File: src/rtl/aes256_host_sequencer.sv
`default_nettype none
// +----------------------------------------------------------------------------+
// | Module   : aes256_host_sequencer                                           |
// | Purpose  : Host-side initiator for the AES256 device. Takes one command    |
// |            (key, block, op) per valid/ready handshake, serialises it into  |
// |            device beats (key low, key high, data), waits for the device    |
// |            result strobe with a timeout, and returns the result on a       |
// |            valid/ready response port. An optional key cache skips the two  |
// |            key beats when the key has not changed since the last good load.|
// | Ports    : clk, resetn (async, active-low)                                 |
// |            cmd_valid/cmd_ready/cmd_op/cmd_key_load/cmd_key/cmd_data       |
// |            rsp_valid/rsp_ready/rsp_data/rsp_timeout                        |
// |            dev_ctrl_dataIn/dev_mod_en/dev_inp  (registered beat outputs)   |
// |            dev_ctrl_dataOut/dev_outp           (device result)             |
// |            busy                                                            |
// | Revision : 1.0 - initial release                                           |
// +----------------------------------------------------------------------------+
module aes256_host_sequencer #(
  parameter int TIMEOUT_CYCLES = 256,
  parameter int KEY_CACHE      = 1
) (
  input  logic         clk,
  input  logic         resetn,
  input  logic         cmd_valid,
  output logic         cmd_ready,
  input  logic         cmd_op,
  input  logic         cmd_key_load,
  input  logic [255:0] cmd_key,
  input  logic [127:0] cmd_data,
  output logic         rsp_valid,
  input  logic         rsp_ready,
  output logic [127:0] rsp_data,
  output logic         rsp_timeout,
  output logic         dev_ctrl_dataIn,
  output logic [1:0]   dev_mod_en,
  output logic [127:0] dev_inp,
  input  logic         dev_ctrl_dataOut,
  input  logic [127:0] dev_outp,
  output logic         busy
);

  typedef enum logic [2:0] {
    S_IDLE   = 3'd0,
    S_KEY_LO = 3'd1,
    S_KEY_HI = 3'd2,
    S_DATA   = 3'd3,
    S_WAIT   = 3'd4,
    S_RESP   = 3'd5
  } state_t;

  // The counter holds the number of WAIT cycles already completed, so the
  // TIMEOUT_CYCLES-th WAIT cycle is the one where it equals TIMEOUT_CYCLES-1.
  localparam logic [15:0] c_tmo_last = 16'(TIMEOUT_CYCLES - 1);
  localparam logic [1:0]  c_mod_key  = 2'b10;

  state_t         r_state;
  state_t         w_next;
  logic           r_op;
  logic [255:0]   r_key;
  logic [127:0]   r_data;
  logic           r_cache_valid;
  logic [255:0]   r_cache_key;
  logic [15:0]    r_cnt;
  logic           r_beat;
  logic [1:0]     r_mod_en;
  logic [127:0]   r_inp;
  logic [127:0]   r_rsp_data;
  logic           r_rsp_timeout;
  logic           w_accept;
  logic           w_skip;
  logic           w_tmo;

  assign cmd_ready       = (r_state == S_IDLE);
  assign busy            = (r_state != S_IDLE);
  assign rsp_valid       = (r_state == S_RESP);
  assign rsp_data        = r_rsp_data;
  assign rsp_timeout     = r_rsp_timeout;
  assign dev_ctrl_dataIn = r_beat;
  assign dev_mod_en      = r_mod_en;
  assign dev_inp         = r_inp;

  assign w_accept = cmd_valid && (r_state == S_IDLE);
  assign w_skip   = (KEY_CACHE != 0) && !cmd_key_load && r_cache_valid &&
                    (cmd_key == r_cache_key);
  assign w_tmo    = (r_cnt == c_tmo_last);

  always_ff @(posedge clk or negedge resetn) begin
    if (!resetn) r_state <= S_IDLE;
    else         r_state <= w_next;
  end

  always_comb begin
    w_next = r_state;
    case (r_state)
      S_IDLE:   if (w_accept) w_next = w_skip ? S_DATA : S_KEY_LO;
      S_KEY_LO: w_next = S_KEY_HI;
      S_KEY_HI: w_next = S_DATA;
      S_DATA:   w_next = S_WAIT;
      S_WAIT:   if (dev_ctrl_dataOut || w_tmo) w_next = S_RESP;
      S_RESP:   if (rsp_ready) w_next = S_IDLE;
      default:  w_next = S_IDLE;
    endcase
  end

  // Beat registers are loaded on the edge that enters the beat state, so the
  // beat is visible for exactly the cycle spent in KEY_LO / KEY_HI / DATA.
  // Payload and mod_en keep their last value once the strobe drops.
  always_ff @(posedge clk or negedge resetn) begin
    if (!resetn) begin
      r_op          <= 1'b0;
      r_key         <= '0;
      r_data        <= '0;
      r_cache_valid <= 1'b0;
      r_cache_key   <= '0;
      r_cnt         <= '0;
      r_beat        <= 1'b0;
      r_mod_en      <= 2'b00;
      r_inp         <= '0;
      r_rsp_data    <= '0;
      r_rsp_timeout <= 1'b0;
    end else begin
      r_beat <= 1'b0;
      case (r_state)
        S_IDLE: begin
          if (w_accept) begin
            r_op   <= cmd_op;
            r_key  <= cmd_key;
            r_data <= cmd_data;
            r_cnt  <= '0;
            r_beat <= 1'b1;
            if (w_skip) begin
              r_mod_en <= {1'b0, cmd_op};
              r_inp    <= cmd_data;
            end else begin
              r_mod_en <= c_mod_key;
              r_inp    <= cmd_key[127:0];
            end
          end
        end
        S_KEY_LO: begin
          r_beat   <= 1'b1;
          r_mod_en <= c_mod_key;
          r_inp    <= r_key[255:128];
        end
        S_KEY_HI: begin
          r_beat   <= 1'b1;
          r_mod_en <= {1'b0, r_op};
          r_inp    <= r_data;
        end
        S_WAIT: begin
          r_cnt <= r_cnt + 16'd1;
          // A result arriving on the timeout cycle takes priority.
          if (dev_ctrl_dataOut) begin
            r_rsp_data    <= dev_outp;
            r_rsp_timeout <= 1'b0;
            if (KEY_CACHE != 0) begin
              r_cache_valid <= 1'b1;
              r_cache_key   <= r_key;
            end
          end else if (w_tmo) begin
            r_rsp_data    <= '0;
            r_rsp_timeout <= 1'b1;
            r_cache_valid <= 1'b0;
          end
        end
        S_RESP: begin
          if (rsp_ready) r_cnt <= '0;
        end
        default: ;
      endcase
    end
  end

endmodule
`default_nettype wire
File: config.mk
export PLATFORM = sky130hd
export DESIGN_NAME = aes256_host_sequencer
export DESIGN_NICKNAME = d
export VERILOG_FILES = /design/src/rtl/aes256_host_sequencer.sv
export SDC_FILE = /design/constraint.sdc
export NUM_CORES = 2
export LEC_CHECK = 0
export ABC_CLOCK_PERIOD_IN_PS = 3300
export BUFFER_PORTS_ARGS = -buffer_cell sky130_fd_sc_hd__clkbuf_2
export CORE_AREA = 2 2 307 309
export CTS_BUF_LIST = sky130_fd_sc_hd__clkbuf_4 sky130_fd_sc_hd__clkbuf_8
export DETAILED_ROUTE_END_ITERATION = 7
export DIE_AREA = 0 0 309 311
export PLACE_DENSITY_LB_ADDON = 0.15
export REMOVE_ABC_BUFFERS = 1
export SLEW_MARGIN = 20
export SYNTH_ARGS = -nofsm -noshare
export SYNTH_HDL_FRONTEND = slang
export SYNTH_SLANG_ARGS = --single-unit
export TNS_END_PERCENT = 50
File: constraint.sdc
create_clock -name clk -period 3.3 [get_ports clk]
set_input_delay 0.66 -clock clk [delete_from_list [all_inputs] [get_ports clk]]
set_output_delay 0.66 -clock clk [all_outputs]
set_load 0.05 [all_outputs]
==> results.json <==
{
  "insertion_delay_ns": 0.84,
  "drt_iter0_markers": 3048,
  "maxCapViolations": 0,
  "gp_congestion": 0.901,
  "seq_area_mm2": 0.0230,
  "power.leakage_uw": 0.0251,
  "hold_depth": 3,
  "slew_viol_final": 0,
  "rsz0062_at_grt": "yes",
  "start_util_pct": 44.1,
  "cts_buffers": 161,
  "cts.root.buffer_cell": "clkbuf_8",
  "synth.most_common_cell": "nand2_1",
  "grt_pass1_vias": 35300,
  "routed_wl_um": 157000,
  "violations": "negative setup slack",
  "whs_endpoint": "rsp_data[38]",
  "synthToLayoutAreaGrowth_pct": 30.4,
  "use_met1_pct": 41.0,
  "syn-cell-area_mm2": 0.0409,
  "clock-sinks": 921,
  "clk_pin_slew_ns": 0.06,
  "die_w_um": 309,
  "grt_antenna_before_repair": 41,
  "tightest_slew_ns": 0.789,
  "die_h_um": 311,
  "met3_usage_pct": 7.19,
  "cp-start-kind": "register",
  "synth_top_area_share_pct": 56.3,
  "finalWorstSetupSlack_ns": -0.109,
  "drive_gt1_share_pct": 34.9,
  "grt.total_usage_pct": 32.2,
  "dpl.hpwl_um": 111000,
  "reg2regPathDepth": 12,
  "drc": 0,
  "synth.area.top_cells": "dfrtp_1 56%, mux2_2 11%, nand2_1 8.8%, o21ai_0 3.2%, a21oi_1 2.2%",
  "grt_first_pass_wirelength_um": 230000,
  "top_usage_layer": "met2",
  "period_needed_ns": 3.41,
  "yosys_warnings": 0,
  "synth.distinct_cells": 45,
  "postRouteAntennaNets": 0,
  "yosysSeqAreaShare_pct": 56.3,
  "avgSynthCellArea_um2": 10.5,
  "rows": 112,
  "fillers": 8160,
  "final_nets": 5517,
  "cp-startpoint": "r_cache_key[115]",
  "critical_path_class": "register to register",
  "synthArstFlopShare_pct": 100,
  "overflow": 0,
  "total_power_uw": 57200,
  "port_buffers": 781,
  "timing.rr.end": "dev_mod_en[1]",
  "cts_tree": "built",
  "finalCritPeriodShare_pct": 103,
  "synth_commonest_cells": "957 x nand2_1, 921 x dfrtp_1, 385 x mux2_2, 260 x o21ai_0, 217 x clkbuf_1",
  "fin_util_pct": 57.6,
  "outcome": "finished with violations",
  "multi_input_area_mm2": 0.0169,
  "crit_path_end_kind": "register",
  "min_from": "dev_outp[38]",
  "grt.met2_usage_pct": 52.3,
  "p_per_area_mw_per_mm2": 1070,
  "core_mm2": 0.0928,
  "skew_ns": 0.0325,
  "synthFlopType": "dfrtp_1",
  "worstReg2RegStart": "r_cache_key[115]",
  "drt-pass1-iter-count": 6,
  "wl_per_cell_um": 24.5,
  "ir_drop_v": 0.000889,
  "hold_class": "input pin to register",
  "critPathMaxFanout": 8,
  "critPathRequiredTime_ns": 4.01,
  "grt_max_degree": 128,
  "synth_edf_count": 0,
  "yosys.area.top_type": "dfrtp_1",
  "finalHoldViolCount": 0,
  "r2r_setup_slack_ns": -0.11,
  "viasPerCell": 5.53,
  "ys_seq_elements": 921,
  "slew_headroom_pct": 47.4,
  "fmax_ghz": 0.293,
  "htreeDepth": 4,
  "setup_viol": 101,
  "die_area_mm2": 0.0961,
  "vias": 35300,
  "synthCells": 3887,
  "crit_arrival_ns": 4.12,
  "ios": 782,
  "cts_max_path_buffers": 3
}
## worst max-delay path by stage
stage | endpoint | depth (start not counted)
finish | dev_mod_en[1] | 12
global route | dev_inp[22] | 12
CTS | dev_inp[108] | 12
detailed placement | dev_inp[3] | 13
global placement | dev_inp[54] | 12
floorplan | dev_mod_en[0] | 8
## logic make-up (layout without fill, tap and decap cells)
family / count (synthesis) / after routing / synth area share [%]
simple gates: 1312 / 1312 / 13.8
flops: 921 / 921 / 56.3
compound gates: 716 / 716 / 11.0
mux: 463 / 463 / 12.5
buf+inv: 330 / 1547 / 3.25
xor+xnor: 144 / 144 / 3.08
fa+ha+maj: 1 / 1 / 0.0306
other cells: 0 / 26 / 0
## final cells by class
cell class	instances	share of cell area [%]
Timing Repair Buffer	1191	15.4
Sequential cell	921	43.2
Tap cell	1254	2.94
Clock buffer	253	5.79
Clock inverter	17	0.230
Antenna cell	26	0.122
Inverter	86	0.618
Multi-Input combinational cell	2636	31.7
## layout by cell type, fill, tap and decap left out, types with 74 or more instances in the layout
cell and count:
a21oi_1 171, a221oi_1 79, buf_4 215, clkbuf_2 780
clkbuf_8 191, dfrtp_1 921, dlygate4sd3_1 120, inv_1 84
mux2_2 385, mux2i_1 74, nand2_1 954, nand2b_1 76
nand3_1 83, nor2b_1 80, o21ai_0 259, o22ai_1 75
xor2_1 80
## sequential cells by signal, summed over array words and instances, names as in the netlist
signal	cells
dev_inp	128
rsp_timeout	1
dev_ctrl_dataIn	1
r_cache_key	256
r_cache_valid	1
r_key	256
r_cnt	16
rsp_data	128
r_state	3
dev_mod_en	2
r_data	128
r_op	1
## repair_timing
action | 4_1_cts | 5_1_grt
cloned | 9 | 0
setup endpoints to repair | 131 | 130
gates resized for setup | 36 | 49
pin swaps | 28 | 27
hold endpoints to repair | 162 | 0
buffers inserted | 16 | 5
hold buffers | 120 | 0
## worst max-delay path, stage by stage, from the launching register on
cell and delay (ns):
dfrtp_1 0.38, nor2b_4 0.14, a2111o_1 0.52, nor4_4 0.34
nand4_1 0.31, or4_4 0.50, nor4_4 0.19, buf_6 0.22
buf_12 0.16, buf_6 0.11, buf_12 0.12, a31oi_4 0.08
o21ba_4 0.20
## layer usage
| metal | up-vias | routed length (um) |
|---|---|---|
| met4 | 28 | 6530 |
| met3 | 326 | 11300 |
| met5 | - | 186 |
| li1 | 15700 | - |
| met2 | 1438 | 75400 |
| met1 | 17800 | 63200 |
## power breakdown
part / switching, uW / internal (uW) / leakage (uW)
logic: 16700 / 8920 / 0.0122
registers: 3920 / 16900 / 0.0112
clock network: 4810 / 5910 / 0.00171
## metrics by stage
step                setup TNS [ns]  area (um^2)  instances  hold slack (ns)  setup WS (ns)
floorplan                 -7612.09        39900       3643            0.364         -16.75
global placement           -117.60        48100       5941            0.441         -0.990
CTS                          -3.81        53100       6355         0.000160        -0.0987
finish                       -4.08        53400       6384           0.0636         -0.109
global route                 -9.12        53400       6379           0.0301         -0.162
detailed placement         -118.12        48100       5941            0.447          -1.05
No activity file was read; power rests on OpenSTA's default activity.
